`config.mk`:
```
export PLATFORM = sky130hd
export DESIGN_NAME = pwm_duty_sequencer
export DESIGN_NICKNAME = d
export VERILOG_FILES = /design/src/rtl/pwm_ctrl_pkg.sv /design/src/rtl/btn_debounce.sv /design/src/rtl/pwm_duty_sequencer.sv
export SDC_FILE = /design/constraint.sdc
export NUM_CORES = 1
export LEC_CHECK = 0
export BUFFER_PORTS_ARGS = -buffer_cell sky130_fd_sc_hd__clkbuf_2
export CAP_MARGIN = 0
export CORE_ASPECT_RATIO = 1.75
export CORE_UTILIZATION = 33
export CTS_BUF_LIST = sky130_fd_sc_hd__clkbuf_2 sky130_fd_sc_hd__clkbuf_4 sky130_fd_sc_hd__clkbuf_8
export DETAILED_ROUTE_END_ITERATION = 10
export GPL_TIMING_DRIVEN = 0
export HOLD_SLACK_MARGIN = 0.03
export SLEW_MARGIN = 20
export SYNTH_ARGS = -nofsm -noshare
export SYNTH_HDL_FRONTEND = slang
export SYNTH_SLANG_ARGS = --single-unit
```
`constraint.sdc`:
```
create_clock -name clk -period 5.5 [get_ports clk]
set_clock_uncertainty 0.15 [all_clocks]
set_input_delay 1.1 -clock clk [delete_from_list [all_inputs] [get_ports clk]]
set_output_delay 1.1 -clock clk [all_outputs]
set_load 0.01 [all_outputs]
```
`src/rtl/pwm_ctrl_pkg.sv`:
```
// Shared types and default constants for the PWM duty control path.
package pwm_ctrl_pkg;

  localparam int PCT_MAX  = 100;
  localparam int PCT_STEP = 10;
  localparam int PCT_W    = 7;

  typedef enum logic {
    IDLE = 1'b0,
    RAMP = 1'b1
  } slew_state_t;

endpackage

```
`src/rtl/btn_debounce.sv`:
```
// Two-flop synchronizer plus counter debounce; emits a one-cycle press pulse
// on each accepted 0->1 transition of the stable level.
module btn_debounce #(
  parameter int DEBOUNCE_CYCLES = 4
) (
  input  logic clk,
  input  logic rst,
  input  logic btn_raw,
  output logic press
);

  localparam int CNT_W = $clog2(DEBOUNCE_CYCLES + 1);
  localparam logic [CNT_W-1:0] CNT_LAST = CNT_W'(DEBOUNCE_CYCLES - 1);

  logic             sync1;
  logic             sync2;
  logic             stable;
  logic [CNT_W-1:0] cnt;

  always_ff @(posedge clk or posedge rst) begin
    if (rst) begin
      sync1  <= 1'b0;
      sync2  <= 1'b0;
      stable <= 1'b0;
      cnt    <= '0;
      press  <= 1'b0;
    end else begin
      sync1 <= btn_raw;
      sync2 <= sync1;
      press <= 1'b0;
      if (sync2 == stable) begin
        cnt <= '0;
      end else if (cnt == CNT_LAST) begin
        // Level held long enough: accept it; only a rising acceptance is a press.
        stable <= sync2;
        cnt    <= '0;
        press  <= sync2;
      end else begin
        cnt <= cnt + 1'b1;
      end
    end
  end

endmodule

```
`src/rtl/pwm_duty_sequencer.sv`:
```
// Owns the PWM duty: debounced buttons move a saturating target, and the
// applied duty slews toward it by at most SLEW once per PWM period.
module pwm_duty_sequencer
  import pwm_ctrl_pkg::*;
#(
  parameter int DEBOUNCE_CYCLES = 4,
  parameter int STEP            = PCT_STEP,
  parameter int SLEW            = 10,
  parameter int MAX_DUTY        = PCT_MAX,
  parameter int RESET_DUTY      = 50,
  parameter int DUTY_W          = PCT_W
) (
  input  logic              clk,
  input  logic              rst,
  input  logic              btn_increase,
  input  logic              btn_decrease,
  input  logic              period_end,
  output logic [DUTY_W-1:0] duty,
  output logic              duty_update,
  output logic [DUTY_W-1:0] target,
  output logic              busy,
  output logic              at_max,
  output logic              at_min
);

  localparam logic [DUTY_W-1:0] STEP_V  = DUTY_W'(STEP);
  localparam logic [DUTY_W-1:0] SLEW_V  = DUTY_W'(SLEW);
  localparam logic [DUTY_W-1:0] MAX_V   = DUTY_W'(MAX_DUTY);
  localparam logic [DUTY_W-1:0] RESET_V = DUTY_W'(RESET_DUTY);

  logic              inc_press;
  logic              dec_press;
  logic [DUTY_W-1:0] target_next;
  logic [DUTY_W-1:0] duty_next;
  logic [DUTY_W-1:0] gap;
  logic [DUTY_W-1:0] step_amt;
  slew_state_t       state;
  slew_state_t       state_next;

  btn_debounce #(.DEBOUNCE_CYCLES(DEBOUNCE_CYCLES)) u_inc (
    .clk     (clk),
    .rst     (rst),
    .btn_raw (btn_increase),
    .press   (inc_press)
  );

  btn_debounce #(.DEBOUNCE_CYCLES(DEBOUNCE_CYCLES)) u_dec (
    .clk     (clk),
    .rst     (rst),
    .btn_raw (btn_decrease),
    .press   (dec_press)
  );

  // Saturating target; comparisons come first so neither side can wrap.
  always_comb begin
    target_next = target;
    if (inc_press && !dec_press) begin
      target_next = ((MAX_V - target) <= STEP_V) ? MAX_V : target + STEP_V;
    end else if (dec_press && !inc_press) begin
      target_next = (target <= STEP_V) ? '0 : target - STEP_V;
    end
  end

  // Duty steps toward the current (pre-update) target only on period_end.
  always_comb begin
    gap       = (target >= duty) ? target - duty : duty - target;
    step_amt  = (gap < SLEW_V) ? gap : SLEW_V;
    duty_next = duty;
    if (state == RAMP && period_end) begin
      duty_next = (target > duty) ? duty + step_amt : duty - step_amt;
    end
  end

  always_ff @(posedge clk or posedge rst) begin
    if (rst) begin
      state <= IDLE;
    end else begin
      state <= state_next;
    end
  end

  always_comb begin
    state_next = state;
    case (state)
      IDLE:    if (target_next != duty) state_next = RAMP;
      RAMP:    if (duty_next == target_next) state_next = IDLE;
      default: state_next = IDLE;
    endcase
  end

  always_ff @(posedge clk or posedge rst) begin
    if (rst) begin
      target      <= RESET_V;
      duty        <= RESET_V;
      duty_update <= 1'b0;
    end else begin
      target      <= target_next;
      duty        <= duty_next;
      duty_update <= (duty_next != duty);
    end
  end

  always_comb begin
    busy   = (state == RAMP);
    at_max = (target == MAX_V);
    at_min = (target == '0);
  end

endmodule

```
After elaboration in Yosys (flattened, before gate mapping)
Index checks and enable logic that the tools add are counted.
{"block": "totals", "register_bits": 30, "memories": 0, "input_bits": 5, "ramBits": 0, "romBits": 0, "latchBits": 0}
{"block": "classes", "bitwise": 3, "mul": 0, "div_mod_pow": 0, "add_sub_neg": 9, "n_lt_le_gt_ge": 5, "shift": 0, "mux": 19, "eq_ne": 8, "reduce_logical": 8}
{"operator": "2-to-1 mux 7 bit", "n": 8}
{"operator": "subtractor 7 bit", "n": 3}
{"operator": "<= comparator 7 x 4 -> 1 bit, second input constant", "n": 2}
{"operator": "!= test 7 bit", "n": 2}
{"operator": "2-to-1 mux 3 bit", "n": 4}
{"operator": "adder 7 x 4 -> 7 bit, second input constant", "n": 1}
{"operator": "adder 7 bit", "n": 1}
{"operator": "equality test 7 bit", "n": 1}
{"operator": "equality test 7 bit, second input constant", "n": 1}
{"operator": ">= comparator 7 bit", "n": 1}
{"operator": "greater-than comparator 7 bit", "n": 1}
{"operator": "zero test 7 bit", "n": 1}
{"operator": "less-than comparator 7 x 4 -> 1 bit, second input constant", "n": 1}
{"operator": "subtractor 7 x 4 -> 7 bit, second input constant", "n": 1}
{"operator": "subtractor 7 bit, first input constant", "n": 1}
{"operator": "adder 3 x 1 -> 3 bit, second input constant", "n": 2}
{"operator": "equality test 3 x 2 -> 1 bit, second input constant", "n": 2}
{"operator": "2-to-1 mux 1 bit", "n": 6}
{"operator": "AND reduction 2 bit", "n": 2}
{"operator": "logical AND 1 bit", "n": 3}
{"operator": "NOT 1 bit", "n": 3}
{"operator": "equality test 1 bit", "n": 2}
{"operator": "zero test 1 bit", "n": 2}
{"operator": "one-hot mux 1 bit (2 select lines)", "n": 1}

Depth between registers and ports, before layout
{"block": "logic_depth", "depth_word": 10, "ltp_mapped": 24}

Cells and area by module
From an unflattened synthesis, not the netlist that was laid out.
{"block": "hier_totals", "cells_unflattened": 333, "hier_area_um2": 2915.3}
{"mod": "pwm_duty_sequencer", "seq_area_each_um2": 407.9, "cells_per_inst": 301, "instances": 1, "area_each_um2": 2394.8}
{"mod": "btn_debounce", "seq_area_each_um2": 175.2, "cells_per_inst": 16, "instances": 2, "area_each_um2": 260.2}

Worst setup path before layout
OpenSTA, ideal clock, no wires.
{"block": "synth_timing", "kind": "register to register", "start": "reg duty[1]", "end": "reg state, in the netlist busy", "setup_slack_ps": 372, "stages_incl_launch_ff": 22, "arrival_ps": 4839, "setup_ps": 139, "synth_period_minus_slack_ps": 5128, "cell_sequence": "dfstp_2 > inv_1 > ha_1 > and3b_4 > or2_1 > nor4_2 > nor3_1 > o32a_4 > a21o_2 > nor2_1 > inv_1 > ha_1 > o21a_1 > fa_1 > xor2_1 > o21ai_0 > xnor2_1 > a31oi_1 > o21ai_0 > nand3_1 > nor4b_1 > a22oi_1"}
{"block": "synth_between", "elab_chain_len": 10, "elab_cells_between_ends": 16, "cone_classes": "add/sub: 4; order compare: 3; eq/ne: 2; mux: 7"}
{"item": "start, declared", "line": "pwm_duty_sequencer.sv:18", "rtl": "output logic [DUTY_W-1:0] duty,"}
{"item": "start signal, assigned", "line": "pwm_duty_sequencer.sv:98", "rtl": "duty <= duty_next;"}
{"item": "subtractor 7 bit or >= comparator 7 bit (tied branches)", "line": "pwm_duty_sequencer.sv:66", "rtl": "gap = (target >= duty) ? target - duty : duty - target;"}
{"item": "2-to-1 mux 7 bit", "line": "pwm_duty_sequencer.sv:66"}
{"item": "less-than comparator 7 x 4 -> 1 bit", "line": "pwm_duty_sequencer.sv:67", "rtl": "step_amt = (gap < SLEW_V) ? gap : SLEW_V;"}
{"item": "2-to-1 mux 7 bit", "line": "pwm_duty_sequencer.sv:67"}
{"item": "subtractor 7 bit or adder 7 bit (tied branches)", "line": "pwm_duty_sequencer.sv:70", "rtl": "duty_next = (target > duty) ? duty + step_amt : duty - step_amt;"}
{"item": "2-to-1 mux 7 bit *", "line": "pwm_duty_sequencer.sv:70"}
{"item": "2-to-1 mux 7 bit *", "line": "pwm_duty_sequencer.sv:69", "rtl": "if (state == RAMP && period_end) begin"}
{"item": "net duty_next[2]", "line": "pwm_duty_sequencer.sv:34", "rtl": "logic [DUTY_W-1:0] duty_next;"}
{"item": "equality test 7 bit *", "line": "pwm_duty_sequencer.sv:86", "rtl": "RAMP: if (duty_next == target_next) state_next = IDLE;"}
{"item": "2-to-1 mux 1 bit *", "line": "pwm_duty_sequencer.sv:86"}
{"item": "one-hot mux 1 bit (2 select lines) *", "line": "pwm_duty_sequencer.sv:84", "rtl": "case (state)"}
{"item": "net state_next", "line": "pwm_duty_sequencer.sv:38", "rtl": "slew_state_t state_next;"}
{"item": "end signal, assigned", "line": "pwm_duty_sequencer.sv:78", "rtl": "state <= state_next;"}
{"item": "end, declared", "line": "pwm_duty_sequencer.sv:37", "rtl": "slew_state_t state;"}
The timed path passes the listed nets; every way through them passes the cells marked *.
A chain may end at the register's enable or synchronous reset.

Final worst setup path
{"block": "layout_timing", "start": "reg duty[5]", "end": "reg state, in the netlist busy"}
{"block": "layout_between", "elab_chain_len": 10, "elab_cells_between_ends": 16, "cone_classes": "add/sub: 4; order compare: 3; eq/ne: 2; mux: 7"}
{"item": "subtractor 7 bit or >= comparator 7 bit (tied branches)", "line": "pwm_duty_sequencer.sv:66"}
{"item": "2-to-1 mux 7 bit", "line": "pwm_duty_sequencer.sv:66"}
{"item": "less-than comparator 7 x 4 -> 1 bit", "line": "pwm_duty_sequencer.sv:67"}
{"item": "2-to-1 mux 7 bit", "line": "pwm_duty_sequencer.sv:67"}
{"item": "subtractor 7 bit or adder 7 bit (tied branches)", "line": "pwm_duty_sequencer.sv:70"}
{"item": "2-to-1 mux 7 bit", "line": "pwm_duty_sequencer.sv:70"}
{"item": "2-to-1 mux 7 bit", "line": "pwm_duty_sequencer.sv:69"}
{"item": "equality test 7 bit", "line": "pwm_duty_sequencer.sv:86"}
{"item": "2-to-1 mux 1 bit", "line": "pwm_duty_sequencer.sv:86"}
{"item": "one-hot mux 1 bit (2 select lines) *", "line": "pwm_duty_sequencer.sv:84"}
{"item": "net state_next", "line": "pwm_duty_sequencer.sv:38"}
Marks and branches as above.

==> out/qor.yml <==
run_status:
  status: "complete, no violations"
layout:
  utilization: 0.403
  design_area_um2: 3520
  antennaDiodeCount: 0
  syn_to_final_growth_pct: 17.5
  drive_gt1_frac: 0.238
  finish.net_count: 417
  instances_no_fill: 500
  nFillCells: 897
floorplanning:
  dieArea_um2: 9470
  rows: 45
  coreArea_um2: 8730
  start_util: 0.343
  chipHeight_um: 128
  die_w_um: 74.0
  pin_count: 23
synthesis:
  synth_area_leaders: "dfrtp_1, ha_1, xnor2_1"
  synthArstFlopShare: 1.00
  netlist_area_um2: 2990
  synth_edf_count: 0
  synth.top_cell.area_share: 0.201
  synth_top_area_cell: "dfrtp_1"
  syn_nets: 376
  synth.avg_cell_area_um2: 8.78
  ys.flop_type: "dfrtp_1"
  synthTopCellsByCount: "ha_1, inv_1, dfrtp_1, o21ai_0, xnor2_1"
  ys_types: 68
  synth_cells: 341
  yosysWarnings: 0
  ys_seq_elements: 30
  ys_seq_area_frac: 0.253
placed_design:
  gp_congestion: 0.877
  place_hpwl_mm: 6.26
  dpl_cell_area_um2: 3250
  io_buffers: 22
  dp.cells: 480
worst_setup_path:
  cp-start-kind: "flip-flop"
  required_ns: 5.50
  worstSetupEndpointType: "flip-flop"
  critPathMaxFanout: 10
  arrival_ns: 5.19
  critPathKind: "flip-flop to flip-flop"
drt:
  first_pass_iters: 4
  wl_mm: 8.07
  antenna_left: 0
  drt_iter0_markers: 95
  routed_via_density: 5.45
  num_vias: 2723
  drc: 0
  post_drt_wl_per_cell_um: 16.1
clock_tree:
  clk_path_buf_depth: 2
  tritoncts: "built"
  ctsHoldBuffers: 0
  clock_sinks: 30
  root_buffer: "clkbuf_8"
  cts_buffers: 5
  worstSkewPairLatency_ns: 0.29
  clk_pin_slew_ns: 0.07
  htree_levels: 2
timing:
  min_period_over_period: 0.942
  period_needed_ns: 5.18
  rsz0062_at_grt: "no"
  fmax_mhz: 193
  final-hold-violation-count: 0
  setup_viol: 0
  max_slew.worst_pin.slew_ns: 0.889
  maxSlewHeadroom: 0.403
  slew_violations: 0
grt:
  overflow: 0
  antenna_found_initial: 0
  grt_pass1_wl_mm: 13.1
  grt_start_max_net_pins: 31
  grtUsageTotal: 0.182
  grt_pass1_vias: 2719
hold_path:
  hold_class: "flip-flop to flip-flop"
job:
  cap_violations: 0
[layout make-up]
class / count / area [um^2] / area share
plain buffers: 8 / 45.0 / 0.0128
repair buffers: 34 / 200 / 0.0569
multi-input cells: 276 / 2160 / 0.615
flip-flops and latches: 30 / 763 / 0.217
inverters: 27 / 105 / 0.0299
clock buffers: 7 / 90.1 / 0.0256
well taps: 117 / 146 / 0.0416
clock inverters: 1 / 5.00 / 0.00142
[layout by cell type, fill, tap and decap left out, types with 3 or more instances in the layout]
cell      synthesis  routed
ha_1             27      26
inv_1            27      25
xnor2_1          24      24
clkbuf_2          0      23
o21ai_0          24      22
nor2_1           22      20
nand2_1          20      20
dfrtp_1          24      20
nor2b_1          13      13
buf_4             0      12
nand2b_1         10      10
nor3_1           10      10
nand3_1           8       8
nor3b_1           7       7
a21oi_1           7       7
nand4_1           6       6
clkbuf_8          0       6
dfstp_2           6       6
mux2i_1           7       5
nor4_1            5       5
o21ai_1           3       4
a21o_1            4       4
xor2_1            5       4
dfrtp_2           0       4
or2_2             3       3
o31ai_1           4       3
o22ai_1           3       3
o21a_1            3       3
clkbuf_1          4       3
mux2_2            3       3
o211ai_1          3       3
[layer usage]
| layer | GRT usage | vias up | routed length, um |
|---|---|---|---|
| met4 | 0.0848 | 0 | 210 |
| met3 | 0.0142 | 14 | 199 |
| met2 | 0.349 | 51 | 4640 |
| li1 | - | 1320 | - |
| met1 | 0.191 | 1338 | 3020 |
| met5 | 0 | - | 0 |
[worst paths after layout]
check / start / end / slack [ns] / depth (start not counted)
min in group asynchronous: rst / u_dec.press / 0.71 / 2
max in group asynchronous: rst / target[0] / 4.03 / 2
worst min register to register: u_inc.sync1 / u_inc.sync2 / 0.19 / 0
worst max-delay path: duty[5] / busy / 0.32 / 20
worst min-delay path: u_inc.sync1 / u_inc.sync2 / 0.19 / 0
worst max register to register: duty[5] / busy / 0.32 / 20
[per-stage QoR]
stage	TNS, ns	hold WS [ns]	setup slack, ns
4_1_cts	0	0.197	0.0117
6_report	0	0.189	0.318
3_3_place_gp	-0.266	0.186	-0.266
5_1_grt	0	0.204	0.0129
2_1_floorplan	0	0.181	0.372
3_5_place_dp	-0.324	0.190	-0.324
[critical path, stage by stage, from the launching register on]
cell and delay (ns):
dfstp_2 0.56, inv_1 0.08, ha_1 0.34, clkbuf_4 0.21, or3_1 0.42, nor4_2 0.16
nor3_1 0.11, o32a_4 0.40, a21o_2 0.21, a21oi_1 0.17, ha_1 0.21, inv_1 0.07
o41ai_4 0.48, ha_1 0.36, a21boi_1 0.16, o21ai_0 0.15, nand2b_1 0.12, nor2b_1 0.16
mux2i_2 0.24, xnor2_1 0.16, a22oi_1 0.11
[sequential cells by signal, summed over array words and instances (netlist names), 3 cells and up]
name and count:
duty 7, target 7, u_dec.cnt 3, u_inc.cnt 3
[cells by family (layout without fill, tap and decap cells)]
logic type,Yosys count,count (layout),share of synthesized area
and+or+nand+nor,123,123,0.235
DFF,30,30,0.253
muxes,10,10,0.0347
adders and majority gates,30,30,0.133
buffers and inverters,35,77,0.0477
AOI/OAI and AO/OA,83,83,0.206
xor gates and xnor gates,30,30,0.0903
[timing repair]
item / in CTS / in global routing
cloned: 0 / 0
pin swaps: 0 / 1
gates resized for setup: 10 / 14
setup buffers: 1 / 11
setup endpoints to repair: 1 / 2
Power is left out: the tool's default activity adds up to more than one toggle a clock period on the data nets, which glitch-free logic cannot reach.
